<file path="src/rtl/alu_arbiter.sv">
// Two-requester round-robin front end for one shared combinational ALU.
// Serves one operation at a time: accept, capture the result, then hold the response until it is consumed.
//
// state | meaning
// ------+--------------------------------------------------------------
// IDLE  | waiting for a request; grant one requester combinationally
// EXEC  | latched operands drive the ALU; capture result and flags
// RESP  | present result to the granted requester until rspN_ready
module alu_arbiter #(
    parameter int WIDTH = 32
) (
    input  logic             clk,
    input  logic             rst,
    input  logic             req0_valid,
    input  logic             req1_valid,
    input  logic [WIDTH-1:0] req0_a,
    input  logic [WIDTH-1:0] req0_b,
    input  logic [WIDTH-1:0] req1_a,
    input  logic [WIDTH-1:0] req1_b,
    input  logic [2:0]       req0_op,
    input  logic [2:0]       req1_op,
    output logic             req0_ready,
    output logic             req1_ready,
    output logic             rsp0_valid,
    output logic             rsp1_valid,
    input  logic             rsp0_ready,
    input  logic             rsp1_ready,
    output logic [WIDTH-1:0] rsp_result,
    output logic             rsp_zero,
    output logic             rsp_err,
    output logic [WIDTH-1:0] alu_a,
    output logic [WIDTH-1:0] alu_b,
    output logic [2:0]       alu_op,
    input  logic [WIDTH-1:0] alu_result,
    input  logic             alu_zero
);

    localparam logic [1:0] IDLE = 2'd0;
    localparam logic [1:0] EXEC = 2'd1;
    localparam logic [1:0] RESP = 2'd2;

    localparam logic [2:0] OP_LAST_LEGAL = 3'b100;

    logic [1:0]       state;
    logic             last_grant;
    logic             gnt_idx;
    logic [WIDTH-1:0] opnd_a;
    logic [WIDTH-1:0] opnd_b;
    logic [2:0]       opnd_op;

    logic             any_valid;
    logic             pick;
    logic             accept;
    logic             op_illegal;
    logic             rsp_taken;

    // With both requesting, the one not served last wins; a lone requester always wins.
    always_comb begin
        any_valid = req0_valid | req1_valid;
        if (req0_valid && req1_valid) begin
            pick = ~last_grant;
        end else begin
            pick = req1_valid;
        end
    end

    assign accept     = (state == IDLE) && any_valid;
    assign req0_ready = accept && !pick;
    assign req1_ready = accept && pick;

    assign rsp0_valid = (state == RESP) && !gnt_idx;
    assign rsp1_valid = (state == RESP) && gnt_idx;
    assign rsp_taken  = gnt_idx ? rsp1_ready : rsp0_ready;

    assign alu_a      = opnd_a;
    assign alu_b      = opnd_b;
    assign alu_op     = opnd_op;
    assign op_illegal = (opnd_op > OP_LAST_LEGAL);

    always_ff @(posedge clk) begin
        if (rst) begin
            state      <= IDLE;
            last_grant <= 1'b1;
            gnt_idx    <= 1'b0;
            opnd_a     <= '0;
            opnd_b     <= '0;
            opnd_op    <= '0;
            rsp_result <= '0;
            rsp_zero   <= 1'b0;
            rsp_err    <= 1'b0;
        end else begin
            case (state)
                IDLE: begin
                    if (accept) begin
                        opnd_a     <= pick ? req1_a : req0_a;
                        opnd_b     <= pick ? req1_b : req0_b;
                        opnd_op    <= pick ? req1_op : req0_op;
                        gnt_idx    <= pick;
                        last_grant <= pick;
                        state      <= EXEC;
                    end
                end
                EXEC: begin
                    // Illegal ops are still sequenced but report a fixed error response.
                    if (op_illegal) begin
                        rsp_result <= '0;
                        rsp_zero   <= 1'b0;
                        rsp_err    <= 1'b1;
                    end else begin
                        rsp_result <= alu_result;
                        rsp_zero   <= alu_zero;
                        rsp_err    <= 1'b0;
                    end
                    state <= RESP;
                end
                RESP: begin
                    if (rsp_taken) begin
                        state <= IDLE;
                    end
                end
                default: state <= IDLE;
            endcase
        end
    end

endmodule

</file>
<file path="config.mk">
export PLATFORM = sky130hd
export DESIGN_NAME = alu_arbiter
export DESIGN_NICKNAME = d
export VERILOG_FILES = /design/src/rtl/alu_arbiter.sv
export SDC_FILE = /design/constraint.sdc
export NUM_CORES = 1
export LEC_CHECK = 0
export ABC_CLOCK_PERIOD_IN_PS = 2600
export CAP_MARGIN = 20
export CORE_UTILIZATION = 40
export DETAILED_ROUTE_END_ITERATION = 12
export PLACE_DENSITY = 0.87
export SYNTH_ARGS = -nofsm -noshare
export SYNTH_HDL_FRONTEND = slang
export SYNTH_SLANG_ARGS = --single-unit
</file>
<file path="constraint.sdc">
create_clock -name clk -period 2.6 [get_ports clk]
set_input_delay 0.26 -clock clk [delete_from_list [all_inputs] [get_ports clk]]
set_output_delay 0.26 -clock clk [all_outputs]
set_load 0.1 [all_outputs]
</file>
==> metrics.txt <==
# TYPE chip_impl_metric gauge
chip_impl_info{name="status",value="finished, final reports clean"} 1
chip_impl_metric{name="cellPowerDensity",unit="nW/µm²"} 766
chip_impl_metric{name="cts_made_buffers",unit=""} 9
chip_impl_metric{name="drt_pre_antenna_iters",unit=""} 4
chip_impl_metric{name="worstSkewPairLatency",unit="ns"} 0.36
chip_impl_metric{name="viasPerCell",unit=""} 5.38
chip_impl_info{name="synth.most_common_cell",value="nand2_1"} 1
chip_impl_metric{name="grt_use_total",unit="%"} 24.5
chip_impl_info{name="cts-root-buf",value="clkbuf_8"} 1
chip_impl_info{name="critical_path.cell_chain",value="clkdlybuf4s50_1 -> a21boi_4 -> buf_4 -> nor2_1 -> buf_12"} 1
chip_impl_metric{name="design.portCount",unit=""} 278
chip_impl_metric{name="register_area",unit="µm²"} 2100
chip_impl_info{name="critical_path.startpoint_type",value="primary input"} 1
chip_impl_metric{name="floorplan.initialDensity",unit="%"} 41.0
chip_impl_info{name="yosysTopAreaCell",value="dfxtp_1"} 1
chip_impl_metric{name="synthArstFlopShare",unit="%"} 0
chip_impl_info{name="critPathSlowestCell",value="clkdlybuf4s50_1"} 1
chip_impl_metric{name="fin_setup_tns",unit="ns"} 0
chip_impl_metric{name="power.net_switching",unit="µW"} 2400
chip_impl_metric{name="post_synth_num_cell_types",unit=""} 27
chip_impl_metric{name="skew",unit="ns"} 0.0104
chip_impl_metric{name="critPathMaxStageDelay",unit="ns"} 0.51
chip_impl_metric{name="die_boundary_width",unit="µm"} 107
chip_impl_metric{name="post-route-min-period",unit="ns"} 1.90
chip_impl_metric{name="syn_to_final_growth",unit="%"} 64.9
chip_impl_metric{name="power.sequential.fraction",unit="%"} 33.9
chip_impl_metric{name="number_of_global_route_vias_before_repair",unit=""} 4526
chip_impl_metric{name="place.port_buffers",unit=""} 277
chip_impl_metric{name="die_height",unit="µm"} 107
chip_impl_metric{name="setup-violations-final",unit=""} 0
chip_impl_info{name="clock_tree_from_tritoncts",value="done"} 1
chip_impl_metric{name="antenna_cells_inserted",unit=""} 0
chip_impl_metric{name="synthesis.yosys.warnings",unit=""} 0
chip_impl_info{name="worstSetupPathType",value="in2out"} 1
chip_impl_metric{name="synth_seq_cells",unit=""} 105
chip_impl_metric{name="cellLeakagePower",unit="µW"} 0.00300
chip_impl_info{name="worst_hold_path_type",value="in2reg"} 1
chip_impl_metric{name="crit_required",unit="ns"} 2.34
chip_impl_metric{name="fin_worst_hold_slack",unit="ns"} 0.317
chip_impl_metric{name="drive_above_1_share",unit="%"} 23.4
chip_impl_metric{name="drt_iter0_drc",unit=""} 294
chip_impl_metric{name="routed-wl-met3",unit="µm"} 1130
chip_impl_metric{name="first_pass_grt_wire_length",unit="µm"} 22100
chip_impl_metric{name="slew-limit-headroom",unit="%"} 59.9
chip_impl_metric{name="drv_slew",unit=""} 0
chip_impl_metric{name="synth_edf_count",unit=""} 0
chip_impl_info{name="routed.top_layer",value="met4"} 1
chip_impl_metric{name="drt-total-wl",unit="µm"} 14600
chip_impl_metric{name="worst_hold_path.num_cells",unit=""} 2
chip_impl_metric{name="route.detailed.drc",unit=""} 0
chip_impl_metric{name="clock-sinks",unit=""} 105
chip_impl_info{name="most_used_flip_flop_cell_after_synthesis",value="dfxtp_1"} 1
chip_impl_metric{name="postCtsResizedCells",unit=""} 0
chip_impl_metric{name="fillCellCount",unit=""} 869
chip_impl_metric{name="max_cap_violations",unit=""} 0
chip_impl_metric{name="finalNetCount",unit=""} 906
chip_impl_metric{name="final-hold-violation-count",unit=""} 0
chip_impl_metric{name="sw_frac_of_total",unit="%"} 42.9
chip_impl_metric{name="multiInputGateArea",unit="µm²"} 2100
chip_impl_metric{name="critical_path.max_fanout",unit=""} 34
chip_impl_metric{name="route.vias.total",unit=""} 4724
chip_impl_info{name="critPathCaptureType",value="primary output"} 1
chip_impl_metric{name="postCtsSetupBuffers",unit=""} 0
chip_impl_metric{name="clock_tree.htree_level_count",unit=""} 3
chip_impl_metric{name="timing.final.crit_share",unit="%"} 73.0
chip_impl_metric{name="avgRoutedWirePerCell",unit="µm"} 16.6
chip_impl_metric{name="synth_top_area_share",unit="%"} 47.5
chip_impl_metric{name="share_clk_of_total_power",unit="%"} 22.6
chip_impl_metric{name="maximum_buffer_depth_of_the_clock_tree",unit=""} 2
chip_impl_metric{name="worstRegToRegCells",unit=""} 4
chip_impl_info{name="setup_repair_after_global_routing_missed_its_margin",value="no"} 1
chip_impl_info{name="yosys-top-cells-count",value="135 x nand2_1, 105 x dfxtp_1, 69 x a21oi_1, 37 x a311oi_1, 35 x clkbuf_1"} 1
chip_impl_metric{name="grt_start_max_net_pins",unit=""} 47
chip_impl_metric{name="antenna_found_initial",unit=""} 0
chip_impl_metric{name="share_comb_of_total_power",unit="%"} 43.5
chip_impl_metric{name="dieArea",unit="µm²"} 11500
chip_impl_metric{name="ctsHoldBuffers",unit=""} 0
chip_impl_metric{name="finalPower",unit="µW"} 5590
chip_impl_metric{name="synthesis.nets",unit=""} 657
chip_impl_metric{name="syn-cell-area",unit="µm²"} 4430
chip_impl_metric{name="wirelength_met1",unit="µm"} 5770
chip_impl_info{name="post_synth_main_area_contributors",value="dfxtp_1 47%, nand2_1 11%, a311oi_2 10%"} 1
chip_impl_metric{name="standard_cell_rows",unit=""} 38
chip_impl_metric{name="dr_wl_met2",unit="µm"} 7200
chip_impl_metric{name="fp.coreArea",unit="µm²"} 10800
chip_impl_metric{name="worst_margin_slew",unit="ns"} 0.602
chip_impl_metric{name="final_core_util",unit="%"} 67.6
chip_impl_metric{name="synth_cells",unit=""} 484
chip_impl_metric{name="clkTransAtPathRegs",unit="ns"} 0.09
chip_impl_metric{name="gp_routability_congestion",unit=""} 0.766
chip_impl_metric{name="timing.fmax",unit="MHz"} 527
chip_impl_metric{name="grt_overflow",unit=""} 0
chip_impl_metric{name="yosysSeqAreaShare",unit="%"} 47.5
chip_impl_metric{name="max-vdd-ir-drop",unit="V"} 0.000399
chip_impl_metric{name="place.detailed.hpwl",unit="µm"} 10500
chip_impl_metric{name="postSynthAreaPerCell",unit="µm²"} 9.15
chip_impl_metric{name="arrival",unit="ns"} 1.64
chip_impl_metric{name="p_int",unit="µW"} 3190
chip_impl_metric{name="ant_nets",unit=""} 0
[path summary, 6_finish.rpt]
kind | startpoint | slack [ns] | to
max | req1_valid | 0.70 | req0_ready
min | rst | 0.32 | rsp_err$_SDFFE_PP0N_
max reg2reg | state[0]$_SDFFE_PP0P_ | 0.81 | rsp_result[22]$_SDFFE_PP0N_
min reg2reg | rsp_result[6]$_SDFFE_PP0N_ | 0.48 | rsp_result[6]$_SDFFE_PP0N_
[power by group through the flow]
stage / sequential, µW / combinational (µW) / clock, µW
5_1_grt: 1910 / 2520 / 1350
2_1_floorplan: 3110 / 556 / 0
3_3_place_gp: 1920 / 2410 / 0
6_report: 1890 / 2430 / 1270
3_5_place_dp: 1920 / 2440 / 0
4_1_cts: 1890 / 2440 / 1290
[routing by layer]
metal / track usage (%) / vias to the layer above
li1: - / 2259
met1: 27.1 / 2206
met2: 42.9 / 221
met3: 6.26 / 38
met4: 13.2 / 0
met5: 0 / -
[worst max-delay path: cells and delay by family]
family          cells  cell delay, ns
buf+inv             3            1.05
compound gates      1            0.19
simple gates        1            0.13
[registers in the layout, indices dropped and copies added, names as in the netlist]
signal / flops
alu_op: 3
last_grant: 1
gnt_idx: 1
alu_a: 32
rsp_zero: 1
rsp_err: 1
state: 2
alu_b: 32
rsp_result: 32
[cell families (layout without fill, tap and decap cells)]
logic type	count (synthesis)	in the layout	synth area share [%]
simple gates	150	150	13.4
buf+inv	52	306	5.65
mux	2	2	0.452
flops	105	105	47.5
compound gates	175	175	33.0
[layout by cell type, fill, tap and decap left out]
| master | instances |
|---|---|
| buf_4 | 115 |
| and3_1 | 1 |
| nor3b_4 | 1 |
| clkbuf_8 | 12 |
| or2_2 | 1 |
| nor2b_1 | 2 |
| mux2i_1 | 2 |
| nor3_2 | 1 |
| and2_2 | 1 |
| a311oi_1 | 37 |
| nor2_1 | 4 |
| and2_1 | 1 |
| buf_12 | 4 |
| and2b_1 | 1 |
| a21boi_1 | 1 |
| dfxtp_1 | 105 |
| nor2_4 | 1 |
| o21ba_1 | 1 |
| nor2_2 | 1 |
| bufinv_16 | 3 |
| a311oi_2 | 30 |
| clkinvlp_4 | 1 |
| a21boi_4 | 1 |
| o21a_1 | 1 |
| nand2_1 | 135 |
| clkdlybuf4s50_1 | 171 |
| o21bai_1 | 1 |
| a22o_1 | 33 |
| a21oi_1 | 69 |
| a21bo_2 | 1 |
[area by class of cell]
cell class                      instances  share of cell area, %
Clock buffer                           12                   2.26
Timing Repair Buffer                  290                   36.4
Sequential cell                       105                   28.8
Multi-Input combinational cell        327                   28.8
Tap cell                              140                   2.40
Clock inverter                          4                   1.34
[through the flow]
step	setup slack, ns	instance area, µm²	std cells
detailed placement	0.548	7040	862
global placement	0.626	7040	862
CTS	0.674	7300	878
finish	0.703	7300	878
global route	0.597	7300	878
floorplan	0.0441	4430	484
No activity file was read; power rests on OpenSTA's default activity.
